**config.mk**
```make
export PLATFORM = sky130hd
export DESIGN_NAME = fifo_service_scheduler_flat
export DESIGN_NICKNAME = d
export VERILOG_FILES = /design/src/rtl/fifo_service_scheduler_pkg.sv /design/src/rtl/fifo_service_scheduler_if.sv /design/src/rtl/fifo_service_scheduler_rr_pick16.sv /design/src/rtl/fifo_service_scheduler.sv /design/src/flat_wrapper.sv
export SDC_FILE = /design/constraint.sdc
export NUM_CORES = 1
export LEC_CHECK = 0
export CAP_MARGIN = 10
export CORE_MARGIN = 4
export CORE_UTILIZATION = 55
export DETAILED_ROUTE_END_ITERATION = 7
export PLACE_DENSITY_LB_ADDON = 0.25
export REMOVE_ABC_BUFFERS = 1
export SYNTH_ARGS = -nofsm -noshare
export SYNTH_HDL_FRONTEND = slang
export SYNTH_SLANG_ARGS = --single-unit
```
**constraint.sdc**
```tcl
create_clock -name clk -period 7.7 [get_ports clk]
set_input_delay 1.54 -clock clk [delete_from_list [all_inputs] [get_ports clk]]
set_output_delay 1.54 -clock clk [all_outputs]
set_load 0.05 [all_outputs]
```
**src/rtl/fifo_service_scheduler_pkg.sv**
```systemverilog
// -----------------------------------------------------------------------------
// fifo_sched_pkg
// Shared definitions for the FIFO service scheduler:
//   CHAN_COUNT      - number of round-robin channels (8 write-side + 8 read-side)
//   DIR_WRITE/READ  - grant direction encodings
//   sched_state_t   - scheduler FSM state encoding
//   fifo_level()    - FIFO occupancy from an in/out pointer pair, modulo 2^width
// -----------------------------------------------------------------------------
package fifo_sched_pkg;

  localparam int CHAN_COUNT     = 16;
  localparam int SIDE_COUNT     = 8;
  localparam int MAX_ADDR_WIDTH = 16;

  localparam logic DIR_WRITE = 1'b0;
  localparam logic DIR_READ  = 1'b1;

  typedef enum logic [1:0] {
    ST_IDLE  = 2'd0,
    ST_OFFER = 2'd1,
    ST_BUSY  = 2'd2
  } sched_state_t;

  // Pointer difference in MAX_ADDR_WIDTH bits. Callers zero-extend narrower
  // pointers and keep only their low ADDR_WIDTH bits of the result, which is
  // exactly (in - out) mod 2^ADDR_WIDTH.
  function automatic logic [MAX_ADDR_WIDTH-1:0] fifo_level(
    input logic [MAX_ADDR_WIDTH-1:0] in_addr,
    input logic [MAX_ADDR_WIDTH-1:0] out_addr
  );
    return in_addr - out_addr;
  endfunction

endpackage

```
**src/rtl/fifo_service_scheduler_if.sv**
```systemverilog
// -----------------------------------------------------------------------------
// fifo_service_scheduler_if
// Grant handshake between the scheduler and the memory arbitrator.
//   grant_valid/grant_ready - one-deep offer/accept handshake
//   grant_dir/chan/len      - which FIFO to service and how many bytes
//   xfer_done               - arbitrator pulse closing the accepted transfer
//   busy                    - an accepted transfer is in flight
// Modports: master = scheduler side, slave = arbitrator side.
// -----------------------------------------------------------------------------
interface fifo_service_scheduler_if #(
  parameter int ADDR_WIDTH = 11
) ();

  logic                  grant_valid;
  logic                  grant_ready;
  logic                  grant_dir;
  logic [2:0]            grant_chan;
  logic [ADDR_WIDTH-1:0] grant_len;
  logic                  xfer_done;
  logic                  busy;

  modport master (
    output grant_valid,
    output grant_dir,
    output grant_chan,
    output grant_len,
    output busy,
    input  grant_ready,
    input  xfer_done
  );

  modport slave (
    input  grant_valid,
    input  grant_dir,
    input  grant_chan,
    input  grant_len,
    input  busy,
    output grant_ready,
    output xfer_done
  );

endinterface

```
**src/rtl/fifo_service_scheduler_rr_pick16.sv**
```systemverilog
// -----------------------------------------------------------------------------
// rr_pick16
// Combinational rotating priority encoder over 16 requests.
//   req   in 16 : request vector
//   start in 4  : highest-priority position this cycle
//   found out 1 : at least one request is set
//   idx   out 4 : first set request at or after start, wrapping 15 -> 0
// -----------------------------------------------------------------------------
module rr_pick16
  import fifo_sched_pkg::*;
(
  input  logic [CHAN_COUNT-1:0] req,
  input  logic [3:0]            start,
  output logic                  found,
  output logic [3:0]            idx
);

  logic [3:0] cand_s;

  // Scan positions start, start+1, ... and keep the first hit.
  always_comb begin
    found  = 1'b0;
    idx    = 4'd0;
    cand_s = 4'd0;
    for (int i = 0; i < CHAN_COUNT; i++) begin
      cand_s = start + 4'(i);
      if (!found && req[cand_s]) begin
        found = 1'b1;
        idx   = cand_s;
      end else begin
        found = found;
      end
    end
  end

endmodule

```
**src/rtl/fifo_service_scheduler.sv**
```systemverilog
// -----------------------------------------------------------------------------
// fifo_service_scheduler
// Picks the next tracking FIFO for the memory arbitrator and offers one burst
// grant at a time, round-robin over 8 write-side and 8 read-side channels.
//   clk, reset (async, active-low)
//   write_in_addrs/write_out_addrs : write-side FIFO pointers (data -> RAM)
//   read_in_addrs/read_out_addrs   : read-side FIFO pointers (RAM -> data)
//   chan_enable[15:0]              : per-channel enable, [7:0] write, [15:8] read
//   flush_req[7:0]                 : allow a partial burst on write channel k
//   gnt (master)                   : grant handshake to the arbitrator
// Channel index {dir, chan}: 0..7 write channels, 8..15 read channels.
// -----------------------------------------------------------------------------
module fifo_service_scheduler
  import fifo_sched_pkg::*;
#(
  parameter int BURST_BYTES = 64,
  parameter int ADDR_WIDTH  = 11
) (
  input  logic                              clk,
  input  logic                              reset,
  input  logic [SIDE_COUNT*ADDR_WIDTH-1:0]  write_in_addrs,
  input  logic [SIDE_COUNT*ADDR_WIDTH-1:0]  write_out_addrs,
  input  logic [SIDE_COUNT*ADDR_WIDTH-1:0]  read_in_addrs,
  input  logic [SIDE_COUNT*ADDR_WIDTH-1:0]  read_out_addrs,
  input  logic [CHAN_COUNT-1:0]             chan_enable,
  input  logic [SIDE_COUNT-1:0]             flush_req,
  fifo_service_scheduler_if.master          gnt
);

  localparam logic [ADDR_WIDTH-1:0] BURST_LEN = ADDR_WIDTH'(BURST_BYTES);
  localparam logic [ADDR_WIDTH-1:0] CAPACITY  = {ADDR_WIDTH{1'b1}};

  // Per-channel level / free space
  logic [ADDR_WIDTH-1:0] wr_level_s [SIDE_COUNT];
  logic [ADDR_WIDTH-1:0] rd_free_s  [SIDE_COUNT];

  // Eligibility pipeline
  logic [CHAN_COUNT-1:0]                 elig_s;
  logic [CHAN_COUNT-1:0]                 elig_r;
  logic [CHAN_COUNT-1:0][ADDR_WIDTH-1:0] len_s;
  logic [CHAN_COUNT-1:0][ADDR_WIDTH-1:0] len_r;

  // FSM and grant registers
  sched_state_t          state_r;
  sched_state_t          state_s;
  logic                  latch_s;
  logic                  done_s;
  logic [3:0]            rr_ptr_r;
  logic [3:0]            sel_r;
  logic [ADDR_WIDTH-1:0] glen_r;
  logic                  grant_valid_r;
  logic                  busy_r;

  // Round-robin pick
  logic                  pick_found_s;
  logic [3:0]            pick_idx_s;

  // Pointer differences; read-side free space is capacity minus level.
  for (genvar k = 0; k < SIDE_COUNT; k++) begin : g_level
    assign wr_level_s[k] = ADDR_WIDTH'(fifo_level(
                             MAX_ADDR_WIDTH'(write_in_addrs[k*ADDR_WIDTH +: ADDR_WIDTH]),
                             MAX_ADDR_WIDTH'(write_out_addrs[k*ADDR_WIDTH +: ADDR_WIDTH])));
    assign rd_free_s[k]  = CAPACITY - ADDR_WIDTH'(fifo_level(
                             MAX_ADDR_WIDTH'(read_in_addrs[k*ADDR_WIDTH +: ADDR_WIDTH]),
                             MAX_ADDR_WIDTH'(read_out_addrs[k*ADDR_WIDTH +: ADDR_WIDTH])));
  end

  // Eligibility and burst length for every channel.
  always_comb begin
    elig_s = '0;
    len_s  = '0;
    for (int k = 0; k < SIDE_COUNT; k++) begin
      // Write side: full burst wins; a flush takes whatever is there (< burst).
      if (chan_enable[k] && (wr_level_s[k] >= BURST_LEN)) begin
        elig_s[k] = 1'b1;
        len_s[k]  = BURST_LEN;
      end else if (chan_enable[k] && flush_req[k] && (wr_level_s[k] != '0)) begin
        elig_s[k] = 1'b1;
        len_s[k]  = wr_level_s[k];
      end else begin
        elig_s[k] = 1'b0;
        len_s[k]  = '0;
      end
      // Read side: room for a whole burst.
      if (chan_enable[SIDE_COUNT+k] && (rd_free_s[k] >= BURST_LEN)) begin
        elig_s[SIDE_COUNT+k] = 1'b1;
        len_s[SIDE_COUNT+k]  = BURST_LEN;
      end else begin
        elig_s[SIDE_COUNT+k] = 1'b0;
        len_s[SIDE_COUNT+k]  = '0;
      end
    end
  end

  // Eligibility pipeline register, refreshed every cycle.
  always_ff @(posedge clk or negedge reset) begin
    if (!reset) begin
      elig_r <= '0;
      len_r  <= '0;
    end else begin
      elig_r <= elig_s;
      len_r  <= len_s;
    end
  end

  rr_pick16 u_pick (
    .req   (elig_r),
    .start (rr_ptr_r),
    .found (pick_found_s),
    .idx   (pick_idx_s)
  );

  // Next-state logic: latch a grant in IDLE, hold it in OFFER until accepted.
  always_comb begin
    state_s = state_r;
    latch_s = 1'b0;
    done_s  = 1'b0;
    case (state_r)
      ST_IDLE: begin
        if (pick_found_s) begin
          state_s = ST_OFFER;
          latch_s = 1'b1;
        end else begin
          state_s = ST_IDLE;
        end
      end
      ST_OFFER: begin
        if (gnt.grant_ready) begin
          state_s = ST_BUSY;
        end else begin
          state_s = ST_OFFER;
        end
      end
      ST_BUSY: begin
        if (gnt.xfer_done) begin
          state_s = ST_IDLE;
          done_s  = 1'b1;
        end else begin
          state_s = ST_BUSY;
        end
      end
      default: begin
        state_s = ST_IDLE;
      end
    endcase
  end

  // State, grant latch, round-robin pointer and registered outputs.
  always_ff @(posedge clk or negedge reset) begin
    if (!reset) begin
      state_r       <= ST_IDLE;
      rr_ptr_r      <= 4'd0;
      sel_r         <= 4'd0;
      glen_r        <= '0;
      grant_valid_r <= 1'b0;
      busy_r        <= 1'b0;
    end else begin
      state_r       <= state_s;
      grant_valid_r <= (state_s == ST_OFFER);
      busy_r        <= (state_s == ST_BUSY);
      if (latch_s) begin
        sel_r  <= pick_idx_s;
        glen_r <= len_r[pick_idx_s];
      end
      // Pointer moves past the serviced channel; 4-bit add wraps 15 -> 0.
      if (done_s) begin
        rr_ptr_r <= sel_r + 4'd1;
      end
    end
  end

  assign gnt.grant_valid = grant_valid_r;
  assign gnt.busy        = busy_r;
  assign gnt.grant_dir   = sel_r[3] ? DIR_READ : DIR_WRITE;
  assign gnt.grant_chan  = sel_r[2:0];
  assign gnt.grant_len   = glen_r;

endmodule

```
**src/flat_wrapper.sv**
```systemverilog
// flat-port wrapper written by rule: the top's interface ports become plain ports
module fifo_service_scheduler_flat import fifo_sched_pkg::*;
#(
  parameter int BURST_BYTES = 64,
  parameter int ADDR_WIDTH  = 11
)
  (clk, reset, write_in_addrs, write_out_addrs, read_in_addrs, read_out_addrs, chan_enable, flush_req, gnt_grant_valid, gnt_grant_dir, gnt_grant_chan, gnt_grant_len, gnt_busy, gnt_grant_ready, gnt_xfer_done);
  fifo_service_scheduler_if #(.ADDR_WIDTH(ADDR_WIDTH)) gnt_i ();
  input  logic clk;
  input  logic reset;
  input  logic [SIDE_COUNT*ADDR_WIDTH-1:0] write_in_addrs;
  input  logic [SIDE_COUNT*ADDR_WIDTH-1:0] write_out_addrs;
  input  logic [SIDE_COUNT*ADDR_WIDTH-1:0] read_in_addrs;
  input  logic [SIDE_COUNT*ADDR_WIDTH-1:0] read_out_addrs;
  input  logic [CHAN_COUNT-1:0] chan_enable;
  input  logic [SIDE_COUNT-1:0] flush_req;
  output wire logic [$bits(gnt_i.grant_valid)-1:0] gnt_grant_valid;
  output wire logic [$bits(gnt_i.grant_dir)-1:0] gnt_grant_dir;
  output wire logic [$bits(gnt_i.grant_chan)-1:0] gnt_grant_chan;
  output wire logic [$bits(gnt_i.grant_len)-1:0] gnt_grant_len;
  output wire logic [$bits(gnt_i.busy)-1:0] gnt_busy;
  input wire logic [$bits(gnt_i.grant_ready)-1:0] gnt_grant_ready;
  input wire logic [$bits(gnt_i.xfer_done)-1:0] gnt_xfer_done;
  assign gnt_grant_valid = gnt_i.grant_valid;
  assign gnt_grant_dir = gnt_i.grant_dir;
  assign gnt_grant_chan = gnt_i.grant_chan;
  assign gnt_grant_len = gnt_i.grant_len;
  assign gnt_busy = gnt_i.busy;
  assign gnt_i.grant_ready = gnt_grant_ready;
  assign gnt_i.xfer_done = gnt_xfer_done;
  fifo_service_scheduler #(.BURST_BYTES(BURST_BYTES), .ADDR_WIDTH(ADDR_WIDTH)) u_core (.clk(clk), .reset(reset), .write_in_addrs(write_in_addrs), .write_out_addrs(write_out_addrs), .read_in_addrs(read_in_addrs), .read_out_addrs(read_out_addrs), .chan_enable(chan_enable), .flush_req(flush_req), .gnt(gnt_i));
endmodule
```
[Yosys cells after proc, flatten, opt, wreduce, memory -nomap -nowiden]
Index checks and enable logic that the tools add are counted.
Cells by class
  add/sub/neg operators: 40
  multipliers: 0
  divide/modulo/power cells: 0
  magnitude comparators: 33
  eq/ne operators: 4
  shift operators: 0
  multiplexer cells: 123
  bitwise gates (word level): 0
  reductions and logical operators: 71
Operators by type and width (number)
  $mux W11: 17
  $ge A11 B7 Y1 const B: 16
  $sub A11 B11 Y11: 16
  $reduce_bool A11 Y1: 8
  $sub A11 B11 Y11 const A: 8
  $lt A4 B5 Y1 const B: 17
  $bmux W1 S4: 16
  $mux W4: 16
  $mux W1: 62
  $mux W7: 8
  $logic_and A1 B1 Y1: 47
  $bmux W11 S4: 1
  $add A4 B4 Y4 const B: 8
  $add A4 B3 Y4 const B: 4
  $logic_not A1 Y1: 15
  $add A4 B1 Y4 const B: 2
  $add A4 B2 Y4 const B: 2
  $pmux W2 S3: 1
  $eq A2 B1 Y1 const B: 2
  $eq A2 B2 Y1 const B: 2
  $mux W2: 2
  $logic_not A2 Y1: 1
Storage, ports and cells
  register bits: 183
  bits in latches: 0
  bits in writable memories: 0
  memory bits (read-only): 0
  output and inout bits: 17
  logic and storage cells: 294
  memories: 0

[Depth between registers and ports, before layout]
Gate-level depths: netlist of the first run.
  depth after elaboration: 51
  depth in mapped cells: 21
  depth with buffers taken out: 14

[Hierarchy]
From an unflattened synthesis of the first run, not the netlist that was laid out.
Unflattened totals
  cells, all modules: 1611
  area total of the unflattened synthesis: 14193.6 um^2
By module, submodules not included
  fifo_service_scheduler: times used 1, cells each 1364, area each 12106.6 um^2
  rr_pick16: times used 1, cells each 247, area each 2087.0 um^2

[Least setup slack after synthesis of the first run]
Ideal clock, no wire load.
  kind: reg-to-reg
  from: register u_core.rr_ptr_r[0]
  to: register u_core.glen_r[1] (netlist: u_core.gnt.grant_len[1])
  arrival time: 4.812 ns
  required time: 7.565 ns
  slack: 2.754 ns
  cell stages (with the launch flop): 19
  buffers on the path: 6
  period minus slack after synthesis: 4.946 ns
  cell sequence: dfrtp_1 -> buf_2 -> buf_6 -> buf_6 -> buf_4 -> inv_1 -> ha_1 -> clkbuf_1 -> mux4_2 -> mux4_2 -> nor2_1 -> or4b_1 -> o2111a_1 -> o21a_2 -> nor3_4 -> buf_2 -> mux2_2 -> o211ai_1 -> o211ai_1
Between the ends
  longest elaborated chain between the ends: 50
  elaborated cells between the ends (all ways): 113
Ends and longest elaborated chain
  start: declaration: RTL line fifo_service_scheduler.sv:48  | logic [3:0] rr_ptr_r;
  start signal: assignment: RTL line fifo_service_scheduler.sv:167  | rr_ptr_r <= sel_r + 4'd1;
  branches (longest 50 deep; another with $add A4 B1 Y4)
  end signal: assignment: RTL line fifo_service_scheduler.sv:163  | glen_r <= len_r[pick_idx_s];
  end: declaration: RTL line fifo_service_scheduler.sv:50  | logic [ADDR_WIDTH-1:0] glen_r;
Parallel ways; which one is timed is not known. The select of a mux whose other input is x is not followed.
A chain may end at the register's enable or synchronous reset.

[Worst setup path after layout of the first run]
  from: register u_core.rr_ptr_r[1]
  to: register u_core.glen_r[10] (netlist: u_core.gnt.grant_len[10])
The elaborated chain is that of the path after synthesis.

==> qor.yml, run 1 <==
dpl.hpwl_um: 36100
hold_viol_final: 0
crit_path_end_kind: "register"
grt_overflow: 0
maxCapViolations: 0
areaGrowthSynthToFinish_pct: 33.6
synth_warnings: 0
placed_cell_area_um2: 19200
hold_depth: 2
fillers: 1949
hold_start: "u_core.gnt.grant_len[0]$_DFFE_PN0P_"
cts-resized-gates: 0
antenna_left: 0
slew_headroom_pct: 30.5
clk_latency_ns: 0.42
required_ns: 8.02
r2r-end: "u_core.gnt.grant_len[10]$_DFFE_PN0P_"
nNetsFinal: 2651
r2r_slack_ns: 1.96
wire_per_inst_um: 18.6
place_ws_ns: 2.07
worstMarginPinSlew_ns: 1.04
instances_no_fill: 2436
worst-path-max-fanout: 19
port_buffers: 396
cp.buffers_inverters: 1
ir_worst_vdd_mv: 0.313
synth_cell_type_count: 73
slowest_stage: "mux4_2"
setup_viol: 0
cts.root.buffer_cell: "clkbuf_16"
skew_ns: 0.0128
ff2ff_path_depth: 13
multi_input_area_um2: 10500
fin_ws_ns: 1.96
grt_pass1_vias: 14606
drc: 0
async_reset_ff_share_pct: 100
start_kind: "register"
cp.arrival_ns: 6.06
cp_top_family: "simple AND/OR/NAND/NOR gates"
holdBufCountCts: 0
cts_tree: "done"
netlist_instances: 1672
path_clk_slew_ns: 0.06
hp-class: "register to register"
rsz0062_at_grt: "no"
slew_violations: 0
worstReg2RegStart: "u_core.rr_ptr_r[1]$_DFFE_PN0P_"
fmax_mhz: 174
fin_crit_ns: 5.74
p_leak_nw: 9.15
rows: 59
status: "finished clean"
min_period_over_period_pct: 74.6
final_cell_area_um2: 19800
postCtsSetupRepairBufs: 0
crit_path_cell_trace: "inv_1 > ha_1 > xor2_1 > mux4_2 > mux2_2 > nor2_1 > nand4_1 > or3_1 > nand3_1 > nand2_1 > nand2_2 > o221ai_1 > o211ai_1"
cts_buffers: 17
dieArea_um2: 29600
place_inst: 2403
clockBufferDepth: 2
synth_flop_cell: "dfrtp_1"
fin_util_pct: 75.2
gp_congestion: 0.983
cts_sinks: 127
wirelength_um: 45300
synth-seq-cells: 127
wl_met3_um: 3910
p_per_area_nw_per_um2: 319
synth_seq_area_share_pct: 21.5
total_power_mw: 6.31
core_um2: 26300
cp-startpoint: "u_core.rr_ptr_r[1]$_DFFE_PN0P_"
vias_per_cell: 5.90
wirelength_met1_um: 17200
drt_iter0_drc: 1224
synth_edf_count: 0
die_x_um: 172
met2WireLength_um: 22400
setup-tns-final_ns: 0
timing.hold.ws_ns: 0.531
vias: 14367
fp.dieH_um: 172
track_usage_pct: 29.6
crit_type: "register to register"
ctsHtreeMaxLevel: 4
slowest_delay_ns: 0.65
avgSynthCellArea_um2: 8.85
antenna_found_initial: 1
grt_max_degree: 83
top_layer_used: "met4"
start_util_pct: 56.3
first_pass_iters: 5
drive_above_1_share_pct: 7.52
pin_count: 397
grt_pass1_wl_um: 70500
syn-cell-area_um2: 14800
whs_endpoint: "u_core.gnt.grant_len[0]$_DFFE_PN0P_"
regArea_um2: 3180
[logic make-up after synthesis]
group,count (synthesis),synth area share (%)
simple gates,347,12.9
buf+inv,318,8.44
compound gates,452,19.9
xor+xnor,106,6.40
other cells,1,0.0254
fa+ha+maj,184,16.4
flops,127,21.5
mux,137,14.5
[how the worst max path moves through the flow]
| stage | to | slack, ns | cells past startpoint |
|---|---|---|---|
| floorplan | u_core.gnt.grant_len[6]$_DFFE_PN0P_ | 1.37 | 12 |
| global placement | u_core.gnt.grant_len[8]$_DFFE_PN0P_ | 2.25 | 14 |
| detailed placement | u_core.gnt.grant_len[8]$_DFFE_PN0P_ | 2.07 | 14 |
| CTS | u_core.gnt.grant_len[10]$_DFFE_PN0P_ | 2.01 | 13 |
| global route | u_core.gnt.grant_len[10]$_DFFE_PN0P_ | 1.64 | 13 |
| finish | u_core.gnt.grant_len[10]$_DFFE_PN0P_ | 1.96 | 13 |
[Yosys cell counts, types with 14 or more instances]
library cell  number  share of area (%)
a21boi_0          19               0.96
a21o_1            36                1.8
a21oi_1          114                3.9
a31oi_1           16               0.68
and3_1            28                1.2
clkbuf_1          24               0.61
dfrtp_1          127                 21
fa_1              16                2.2
ha_1             168                 14
inv_1            272                6.9
mux2_2            42                3.2
mux2i_1           38                2.6
mux4_2            57                8.7
nand2_1           58                1.5
nand2b_1          33                1.4
nand3_1           35                1.2
nor2_1            43                1.1
nor2b_1           41                1.7
nor4_1            70                3.0
o211ai_1          21                1.1
o21a_1            14               0.71
o21ai_0           97                3.3
o21bai_1          30                1.5
o221ai_1          14               0.83
o31a_1            17                1.0
xnor2_1           85                5.0
xor2_1            20                1.2
[cells in the final DEF (no fill, tap or decap), types with 15 or more instances in the layout]
cell	synthesis	layout
nand3_1	35	35
clkbuf_16	0	17
a31oi_1	16	16
mux4_2	57	57
inv_1	272	272
o211ai_1	21	21
o21ai_0	97	97
mux2_2	42	42
xnor2_1	85	85
nor2_1	43	43
o31a_1	17	17
fa_1	16	16
o21bai_1	30	30
and3_1	28	28
mux2i_1	38	38
xor2_1	20	20
a21o_1	36	36
nor4_1	70	70
nand2_1	58	58
nor2b_1	41	41
buf_4	5	15
a21oi_1	114	114
clkdlybuf4s50_1	0	395
dfrtp_1	127	126
a21boi_0	19	19
ha_1	168	168
nand2b_1	33	33
conb_1	1	32
[metal layers]
layer  vias up  GRT usage, %
met5         -             0
met4         0          12.2
met3       142          5.88
met2       669          52.5
met1      6729          35.1
li1       6827             -
[tightest hold or removal path, delay by kind of cell (launching register included)]
kind	cells	cell delay, ns
compound gates	1	0.08
simple gates	1	0.06
flops	1	0.35
[layout make-up]
type,count,area share (%)
Clock buffer,21,2.33
Timing Repair Buffer,410,20.6
Antenna cell,1,0.0127
Clock inverter,11,0.652
Sequential cell,127,16.1
Tap cell,335,2.12
Multi-Input combinational cell,1258,53.0
Inverter,273,5.19
[power by group]
group | switching, mW | total (mW) | internal (mW)
registers | 0.0843 | 0.832 | 0.747
logic | 2.74 | 4.66 | 1.91
clock network | 0.318 | 0.815 | 0.497
total | 3.15 | 6.31 | 3.16
[flip-flops by register name (all words and copies together), names as in the netlist]
name,flops
u_core.rr_ptr_r,4
u_core.gnt.grant_valid,1
u_core.gnt.busy,1
u_core.sel_r,4
u_core.len_r,88
u_core.state_r,2
u_core.elig_r,16
u_core.gnt.grant_len,11
(Power assumes the default switching activity.)
==> run 2: changes to the inputs <==
- CORE_UTILIZATION: 55 -> 46
- clock period: 7.7 -> 5 ns (I/O delays scaled with it)
==> qor.yml, run 2 (synthesized netlist as in run 1, its figures left out) <==
seqPwrFrac_pct: 12.4
hold_viol_final: 0
start_kind: "register"
setup_viol: 0
port_buffers: 396
antenna_cells: 0
worst-path-max-fanout: 22
areaGrowthSynthToFinish_pct: 36.7
ir_worst_vdd_mv: 0.495
fin_ws_ns: 0.339
track_usage_pct: 24.7
p_leak_nw: 9.38
status: "finished clean"
slowest_delay_ns: 0.51
fin_crit_ns: 4.66
grt.busiest_layer: "met2"
crit_path_end_kind: "register"
drc: 0
cts_sinks: 127
die_x_um: 187
clockBufferDepth: 2
ctsHtreeMaxLevel: 4
setup-tns-final_ns: 0
met2_usage_pct: 42.0
slowest_stage: "mux4_2"
rsz0062_at_grt: "no"
total_power_mw: 10.3
slew_headroom_pct: 52.2
vias_per_cell: 5.62
skew_ns: 0.0131
timing.hold.ws_ns: 0.514
nNetsFinal: 2696
maxCapViolations: 0
instances_no_fill: 2547
wire_per_inst_um: 17.6
clk_latency_ns: 0.43
wirelength_um: 44800
cp_top_family: "multiplexers"
netSwitchingFraction_pct: 48.5
min_period_over_period_pct: 93.2
antenna_left: 0
cp.buffers_inverters: 4
placed_cell_area_um2: 19600
cp.arrival_ns: 4.95
crit_path_cell_trace: "inv_1 > ha_1 > xor2_1 > buf_4 > mux4_2 > mux2_2 > buf_4 > nor3_2 > nand4_1 > or3_1 > nand3_1 > buf_12 > mux4_2 > o211a_1 > o211ai_1 > o211ai_1"
grt_max_degree: 48
p_per_area_nw_per_um2: 510
vias: 14316
cts_buffers: 17
core_um2: 31600
drive_above_1_share_pct: 9.46
crit_type: "register to register"
path_clk_slew_ns: 0.06
regMostFlops: "u_core.len_r"
fmax_mhz: 215
grt_overflow: 0
place_inst: 2513
grt_pass1_vias: 14254
layout_common_cells: "395 x clkdlybuf4s50_1, 272 x inv_1, 168 x ha_1"
fin_util_pct: 63.9
use_met1_pct: 31.7
antenna_found_initial: 0
clock_power_share_pct: 12.6
drt_iter0_drc: 1297
p_comb_share_pct: 75.0
cts_tree: "done"
start_util_pct: 46.7
rows: 65
required_ns: 5.29
p_sw_mw: 4.99
dpl.hpwl_um: 36800
grt_use_met3_pct: 5.69
first_pass_iters: 7
hp-class: "register to register"
place_ws_ns: 0.147
cts.root.buffer_cell: "clkbuf_16"
final_cell_area_um2: 20200
final_common_cell: "clkdlybuf4s50_1"
fp.dieH_um: 187
worstMarginPinSlew_ns: 0.717
r2r_slack_ns: 0.34
power.internal_mw: 5.31
gp_congestion: 0.969
grt_pass1_wl_um: 71500
largest_register_ffs: 88
slew_violations: 0
dieArea_um2: 35100
pin_count: 397
[run 2: timing repair]
item                                    in CTS  in global routing
gates resized for setup                      0                  1
endpoints found under the setup margin       0                 11
hold buffers                                 0                  0
buffers inserted                             0                  2
[run 2: tightest hold or removal path, cell delays in order (launching register included)]
cell and delay (ns):
dfrtp_1 0.34, nand2_1 0.05, o211ai_1 0.08
[run 2: power groups by stage]
stage	clock [mW]	sequential, mW	combinational, mW
floorplan	0	1.55	4.66
global placement	0	1.29	7.43
detailed placement	0	1.30	7.50
CTS	1.31	1.28	7.55
global route	1.36	1.29	8.28
finish	1.29	1.28	7.72
[run 2: final cells by class]
class	count	area, um^2
Timing Repair Buffer	455	4420
Inverter	273	1020
Clock buffer	21	450
Clock inverter	11	155
Multi-Input combinational cell	1258	10500
Tap cell	402	503
Fill cell	2658	11400
Sequential cell	127	3180
[run 2: per-layer routing]
layer  wire [um]  share of wire [%]  vias to the layer above
met5           0                  0                        -
met4        1190                2.7                        0
met3        3680                8.2                       87
met2       21500                 48                      598
met1       18500                 41                     6714
li1            -                  -                     6917
[run 2: worst paths after layout]
kind	start	end	cells after the start
min	u_core.gnt.grant_len[4]$_DFFE_PN0P_	u_core.gnt.grant_len[4]$_DFFE_PN0P_	2
max reg2reg	u_core.rr_ptr_r[1]$_DFFE_PN0P_	u_core.gnt.grant_len[0]$_DFFE_PN0P_	16
max	u_core.rr_ptr_r[1]$_DFFE_PN0P_	u_core.gnt.grant_len[0]$_DFFE_PN0P_	16
min in group asynchronous	reset	u_core.elig_r[10]$_DFF_PN0_	1
max in group asynchronous	reset	u_core.len_r[36]$_DFF_PN0_	2
min reg2reg	u_core.gnt.grant_len[4]$_DFFE_PN0P_	u_core.gnt.grant_len[4]$_DFFE_PN0P_	2
==> RTL change (settings of run 2) <==
Encoding of `sched_state_t`: now one-hot (3 bits for 3 states).
--- a/src/rtl/fifo_service_scheduler_pkg.sv
+++ b/src/rtl/fifo_service_scheduler_pkg.sv
@@ -16,8 +16,8 @@
   localparam logic DIR_READ  = 1'b1;
 
-  typedef enum logic [1:0] {
-    ST_IDLE  = 2'd0,
-    ST_OFFER = 2'd1,
-    ST_BUSY  = 2'd2
+  typedef enum logic [2:0] {
+    ST_IDLE  = 3'b001,
+    ST_OFFER = 3'b010,
+    ST_BUSY  = 3'b100
   } sched_state_t;
 
Formal check against the unedited RTL: no difference found for any inputs over 4 cycles, from zero or initial values and one cycle with reset low; so few cycles prove little.
==> RTL change against run 2 <==
Non-clock buffer count grew 40; design area shrank 2.3%; final cell count grew 2.4%; wire length shrank 2.7%; sequential cell count grew 1; synthesized area shrank 5.5%; critical path type unchanged; setup slack lost 0.065 ns; via count shrank 2.2%; power grew 11%; core utilization grew 2.4 points.
==> RTL change: results (changes against run 2) <==
Power and ir drop
  • Static leakage power: 9.48 nW (+1.0%)
  • Peak supply drop: 657 µV (+33%)

Setup path
  • Data arrival, critical path: 5.04 ns (+0.09 ns)
  • Worst reg2reg path depth: 17 (+1)
  • R2r setup slk: 0.27 ns (-0.07 ns)
  • Worst R2R Start: u_core.rr_ptr_r[0]
  • Critical path peak fanout: 11 (-50%)
  • R2r endpoint: u_core.gnt.grant_len[2]

Route
  • Detail-routed via count per cell: 5.37 (-4.5%)
  • Via count of the routed design: 13998 (-2.2%)
  • Number of iterations in the first detailed-routing pass: 5 (-2)
  • 1st-iter DRT viols: 821 (-37%)
  • Wire length per cell: 16.7 µm (-4.9%)

Min path
  • Hold path cells: 1 (-1)
  • Startpoint of the worst hold path: u_core.gnt.grant_len[1]
  • Worst hold endpoint: u_core.gnt.grant_len[1]
  • Type of the worst min-delay path: flip-flop to flip-flop

Global route
  • GRT Total Usage: 25.5% (+0.77 points)
  • Largest net degree at the start of global routing: 94 (+96%)
  • Number of antenna violations at the first check in global routing: 1 (+1)
  • Global-route wire length before repair: 69000 µm (-3.6%)

Synth
  • Ranking of synthesized cells by instance count: inv_1, ha_1, nor2_1
  • Cells taking the most area after synthesis: dfrtp_1, ha_1, inv_1
  • Share of synthesized area occupied by flip-flops and latches: 22.9% (+1.4 points)
  • Number of distinct library cell variants in the gate-level netlist after synthesis: 85 (+16%)
  • Synth Area per Inst: 8.26 µm² (-6.6%)
  • FFs w/ async S/R, synth: 100% (unchanged)
  • Syn Std Cell Area: 0.0140 mm² (-5.5%)

Status
  • Status: completed

Layout
  • Count of filler cells inserted in the layout: 2484 (-6.5%)
  • Fraction of area in multi-input gates: 49.3% (-2.6 points)
  • Share of post-route cells with drive strength above 1: 8.75% (-0.71 points)
  • Proportion of cell area spent on the clock network: 3.05% (+0.052 points)
  • Sequential cell area: 0.00321 mm² (+0.83%)
  • Antenna Cells: 1 (+1)
  • Nonclk inv count: 265 (-2.9%)
  • Number of multi-input combinational cells: 1297 (+3.1%)
  • Proportion of cell area occupied by registers: 16.2% (+0.51 points)
  • Non-clock buffer contribution to total cell area: 23.9% (+2.1 points)
  • Number of flip-flops and latches: 128 (+0.79%)
  • # clk buffers: 19 (-9.5%)
  • Non-CTS buffers: 495 (+8.8%)
  • # nets final: 2768 (+2.7%)

Placed design
  • Cell count after placement: 2575 (+2.5%)
  • Worst slack at placement: 0.0618 ns (-0.0853 ns)
  • Routability congestion estimate from global placement: 0.965 (-0.38%)
  • Placed inst area: 0.0191 mm² (-2.4%)
  • Detailed Place HPWL: 37000 µm (+0.70%)

Clocking
  • Clock-pin slew of the registers on the worst-case setup and hold paths: 0.06 ns (about the same)
  • Cell chosen for the clock root: clkbuf_16

Timing
  • Worst clock skew: 0.0141 ns (+0.000970 ns)
  • Minimum hold slack: 0.501 ns (-0.0133 ns)
  • Headroom to the max-slew limit: 37.7% (-15 points)
RTL change: report_power, final:
part           leakage [nW]  total (mW)  internal (mW)  switching, mW
clock                 0.290        1.29          0.798          0.487
sequential             1.62        1.30           1.16          0.138
combinational          7.57        8.88           3.92           4.96
RTL change: logic make-up after synthesis:
kind of cell,share of synthesized area (%)
multiplexers,7.09
flip-flops,22.9
AO/OA/AOI/OAI,22.5
XOR/XNOR,6.20
buffers and inverters,8.45
AND/OR/NAND/NOR,15.5
other,0.0268
adder cells (fa/ha/maj),17.3
RTL change: worst max path at each step:
stage                             startpoint                 endpoint  slack (ns)  depth (start not counted)
after floorplan           u_core.rr_ptr_r[0]  u_core.gnt.grant_len[9]       -1.31                         14
after global placement    write_in_addrs[55]         u_core.len_r[59]        0.27                         16
after detailed placement  write_in_addrs[55]         u_core.len_r[59]        0.06                         16
after CTS                 u_core.rr_ptr_r[0]  u_core.gnt.grant_len[2]        0.22                         17
after global routing      u_core.rr_ptr_r[1]  u_core.gnt.grant_len[0]       0.006                         17
final                     u_core.rr_ptr_r[0]  u_core.gnt.grant_len[2]        0.27                         17
RTL change: critical path, stage by stage (launching register included):
cell      delay [ns]
dfrtp_2         0.37
inv_1           0.06
ha_2            0.52
buf_4           0.18
mux4_2          0.31
mux2i_1         0.21
buf_4           0.16
o211a_1         0.19
o22ai_1         0.10
a221o_1         0.39
a31o_2          0.23
a41oi_1         0.37
o21ai_0         0.19
or3_1           0.52
buf_4           0.22
a211oi_1        0.24
a211oi_1        0.10
a32o_1          0.26
RTL change: layer usage:
metal  track usage (%)  part of all wire (%)  wire (µm)
met4              7.69                   2.8       1220
met3              5.02                   7.4       3230
met5                 0                     0          0
met1              32.7                    42      18200
met2              43.6                    48      21000
